**config.mk**
```make
export PLATFORM = sky130hd
export DESIGN_NAME = seq_multiplier_32bit
export DESIGN_NICKNAME = d
export VERILOG_FILES = /design/src/rtl/seq_multiplier_32bit.sv
export SDC_FILE = /design/constraint.sdc
export NUM_CORES = 1
export LEC_CHECK = 0
export CAP_MARGIN = 5
export CORE_MARGIN = 3
export CORE_UTILIZATION = 54
export CTS_CLUSTER_SIZE = 40
export DETAILED_ROUTE_END_ITERATION = 8
export GPL_ROUTABILITY_DRIVEN = 0
export PLACE_DENSITY_LB_ADDON = 0.12
export SKIP_CTS_REPAIR_TIMING = 1
export SYNTH_ARGS = -nofsm -noshare
export SYNTH_HDL_FRONTEND = slang
export SYNTH_SLANG_ARGS = --single-unit
```
**constraint.sdc**
```tcl
create_clock -name clk -period 2.9 [get_ports clk]
set_input_delay 0.29 -clock clk [delete_from_list [all_inputs] [get_ports clk]]
set_output_delay 0.29 -clock clk [all_outputs]
set_load 0.05 [all_outputs]
```
**src/rtl/seq_multiplier_32bit.sv**
```systemverilog
// Sequential unsigned 32x32 shift-add multiplier: one partial product per clock,
// 64-bit product held in registers between operations for the ALU result mux.
module seq_multiplier_32bit (
  input  logic        clk,
  input  logic        reset,
  input  logic        start,
  input  logic [31:0] a,
  input  logic [31:0] b,
  output logic        busy,
  output logic        done,
  output logic [31:0] result_lo,
  output logic [31:0] result_hi
);

  typedef enum logic [1:0] {
    IDLE = 2'd0,
    RUN  = 2'd1,
    DONE = 2'd2
  } state_t;

  state_t      state;
  state_t      state_nxt;
  logic [64:0] acc;
  logic [64:0] acc_step;
  logic [31:0] mcand;
  logic [4:0]  count;
  logic [63:0] result;

  // Bit 64 is the carry slot; it is always zero after a shift, so adding it
  // into the high word keeps the sum a clean 33-bit value.
  function automatic logic [64:0] shift_add_step(input logic [64:0] acc_in,
                                                 input logic [31:0] mc);
    logic [32:0] sum;
    if (acc_in[0])
      sum = acc_in[64:32] + {1'b0, mc};
    else
      sum = acc_in[64:32];
    return {1'b0, sum, acc_in[31:1]};
  endfunction

  assign acc_step = shift_add_step(acc, mcand);

  always_comb begin
    state_nxt = state;
    case (state)
      IDLE:    if (start) state_nxt = RUN;
      RUN:     if (count == 5'd31) state_nxt = DONE;
      DONE:    state_nxt = IDLE;
      default: state_nxt = IDLE;
    endcase
  end

  // The product is captured on the final iteration so it is already settled
  // while done is high, as downstream logic samples it in that cycle.
  always_ff @(posedge clk) begin
    if (reset) begin
      state  <= IDLE;
      acc    <= '0;
      mcand  <= '0;
      count  <= '0;
      result <= '0;
    end else begin
      state <= state_nxt;
      case (state)
        IDLE: begin
          if (start) begin
            mcand <= a;
            acc   <= {1'b0, 32'b0, b};
            count <= '0;
          end
        end
        RUN: begin
          acc <= acc_step;
          if (count == 5'd31)
            result <= acc_step[63:0];
          else
            count <= count + 5'd1;
        end
        default: ;
      endcase
    end
  end

  assign busy      = (state == RUN);
  assign done      = (state == DONE);
  assign result_lo = result[31:0];
  assign result_hi = result[63:32];

endmodule
```
==> metrics <==
Post-Synth Simple-Gate Area between 20% and 30%; P_sw approximately 1300 uW; DRT iter0 DRCs 644; Rows 43; distinct cell type count of the synthesized netlist 60; vias in the first global route 6840; FFs w/ async S/R, synth 0%; via count around 7400; router iterations before antenna repair 7; nets around 1200; endpoints failing hold 0; Routed met2 length roughly 10000 um; peak supply drop between 400 and 500 uV; Post-Synthesis Cell Area 8020 sq um; largest net degree at the start of global routing 103; synth-to-layout area growth 25.9%; # DRC 0; Antenna Cells 0; final WL 20800 um; die area 16400 sq um; Seq pwr share between 40% and 50%; Antenna Nets Post-Route 0; Layout Skew between 0.007 and 0.008 ns; Synth Area in Compound Gates 22.9%; Cells after Synth about 1000; clock tree from TritonCTS built; Highest Signal Layer met4; mux share of post-synthesis cell area 2.39%; status completed; total CTS buffers 17; layout filler cell count between 1000 and 1500; Power Dens Cells about 530 nW/um^2; Worst Setup Start Kind register; wire per inst roughly 16 um; fin crit share a little over nine tenths; Adder-Cell Fraction of Synth Area 5.55%; CTS root buf clkbuf_16; hpwl dp between 10000 and 15000 um; Clk pwr share around 44%; Worst Tran Pin Value 1.01 ns; Post-Synth XOR/XNOR Area 2.95%; CP max FO 4; final slew viol count 0; EDFF count, synth 0; clk_lat worst skew about 0.42 ns; ranking of synthesized cells by area dfxtp_1 42%, nand2_1 11%, a21oi_1 6.5%; Yosys warning total 0; Synth area leader dfxtp_1; combinational family with the most area after synthesis compound AO/OA/AOI/OAI gates; total core area between 10000 and 15000 sq um; register area between 3000 and 4000 sq um; Max Freq between 300 and 400 MHz; WS Path Type register to register; htree depth 4; switching fraction of total power around 24%; Via density around 5.7; Initial Utilization between 50% and 60%; first-pass GRT wire length between 30000 and 40000 um; internal power roughly 4100 uW; syn avg cell area around 8 sq um; GRT Util Overall between 20% and 30%; Synth top area share a little over two fifths; Comb pwr share 10.6%; initial antenna violation count 0; ys flop type dfxtp_1; global route overflow 0; Die Ht 128 um; Reg clk slew, reported paths 0.06 ns; Period minus WS final between 2 and 3 ns; Critical Path RT roughly 3.2 ns; wl on met1 roughly 9500 um; Util after Layout between 70% and 80%; Critical Path End Type register; met3 WL 1130 um; number of max-cap violations 0; I/O Buffers approximately 130; RSZ-0062 raised after global routing true; Final setup viols 0; Seq cells post-synth 167; Rel. slew slack between 30% and 40%; leakage between 0.003 and 0.004 uW; register area share after synthesis between 40% and 50%; clock sink count around 170; Chip Width 128 um; Fin Setup TNS 0 ns; Synthesized Nets about 1100; I/O pin count 133; area occupied by multi-input gates between 4000 and 5000 sq um; Hold Path Class input pin to register; CTS Buffer Depth 2; data arrival time at the worst-slack endpoint 3.05 ns; layout cells sized above 1 6.29%
[power groups by stage]
stage                     registers [uW]  logic (uW)  clock network [uW]
final                               2440         569                2380
after global routing                2450         627                2500
after CTS                           2440         564                2410
after detailed placement            2490         559                   0
after global placement              2480         553                   0
after floorplan                     2470         373                   0
[cells in the mapped netlist, types with 2 or more instances]
master and n:
nand4_1 7, nor2_1 107, inv_2 2, o21bai_1 2, o21ba_1 3, and3_1 7, a22oi_1 2, o211ai_2 2
xor2_1 17, a21oi_2 3, a21oi_1 104, nor3_1 14, mux2i_1 18, o211ai_1 5, buf_2 4, ha_1 34
o21ai_1 19, inv_1 3, o31ai_1 3, a32oi_1 3, or3_1 4, o21ai_0 7, nand2_1 230, a21o_1 13
nand3_1 15, and2_1 3, nor2b_1 10, a311oi_1 38, dfxtp_1 167, buf_1 7, a211o_1 3, o21a_1 8
a211oi_1 28, a31oi_1 17, clkbuf_1 60, nand2b_1 3, xnor2_1 10
[metrics by stage]
stage / worst slack [ns] / instance area (sq um) / hold WS (ns) / total power, uW / cells
3_3_place_gp: 0.140 / 9460 / 0.442 / 3040 / 1263
6_report: 0.126 / 10100 / 0.288 / 5380 / 1293
3_5_place_dp: 0.0811 / 9460 / 0.447 / 3040 / 1263
2_1_floorplan: 0.324 / 8020 / 0.426 / 2840 / 1005
4_1_cts: 0.0475 / 10100 / 0.269 / 5410 / 1293
5_1_grt: -0.0106 / 10100 / 0.290 / 5570 / 1293
[layout by cell type (no fill, tap or decap), drive strengths merged, types with 5 or more instances in the layout]
cell           synthesis  routed
and3                   7       7
a311oi                38      38
clkdlybuf4s50          0     131
o31ai                  5       5
a21o                  13      13
nand2                230     230
nor2b                 10      10
buf                   11      18
mux2i                 18      18
nor3                  15      15
nand3                 15      15
o21a                   8       8
o211ai                 7       7
xnor2                 10      10
dfxtp                167     167
clkbuf                60      22
nor2                 107     107
o21ai                 27      27
ha                    34      34
nand4                  7       7
xor2                  17      17
a21oi                107     107
inv                    5       5
a211oi                28      28
a31oi                 17      17
[path summary, 6_finish.rpt]
check,from,end,cells past startpoint,slack (ns)
setup / recovery,acc[32]$_SDFFE_PP0P_,result[61]$_SDFFE_PP0P_,10,0.13
hold / removal,reset,acc[33]$_SDFFE_PP0P_,2,0.29
setup reg to reg,acc[32]$_SDFFE_PP0P_,result[61]$_SDFFE_PP0P_,10,0.13
hold reg to reg,result[28]$_SDFFE_PP0P_,result[28]$_SDFFE_PP0P_,2,0.45
[per-layer routing]
layer / track usage, % / vias up
li1: - / 3722
met1: 33.6 / 3459
met2: 40.8 / 227
met3: 4.88 / 23
met4: 7.68 / 0
met5: 0 / -
[registers in the layout (all words and copies together), names as in the netlist]
name,cells
mcand,32
acc,64
result,64
state,2
count,5
[logic make-up (layout without fill, tap and decap cells)]
group                      after synthesis  in the layout
xor gates and xnor gates                27             27
DFF                                    167            167
and+or+nand+nor                        406            406
AOI/OAI and AO/OA                      275            275
muxes                                   19             19
buffers and inverters                   76            184
adders and majority gates               35             35
[worst max-delay path: stages (launching register included)]
cell and delay [ns]:
dfxtp_1 0.32, ha_1 0.25, fa_1 0.45, a211oi_2 0.26, o211ai_2 0.16, nand3_1 0.12, a21o_1 0.20, a21oi_1 0.13
o211a_1 0.26, a2111oi_4 0.36, a211oi_1 0.12
[final cells by class]
cell class	instances	share of cell area (%)
inverters	5	0.186
multi-input cells	762	43.9
well taps	180	2.23
clock buffers	22	4.60
repair buffers	149	14.6
clock inverters	8	1.46
flip-flops and latches	167	33.1
No activity file was read; power rests on OpenSTA's default activity.
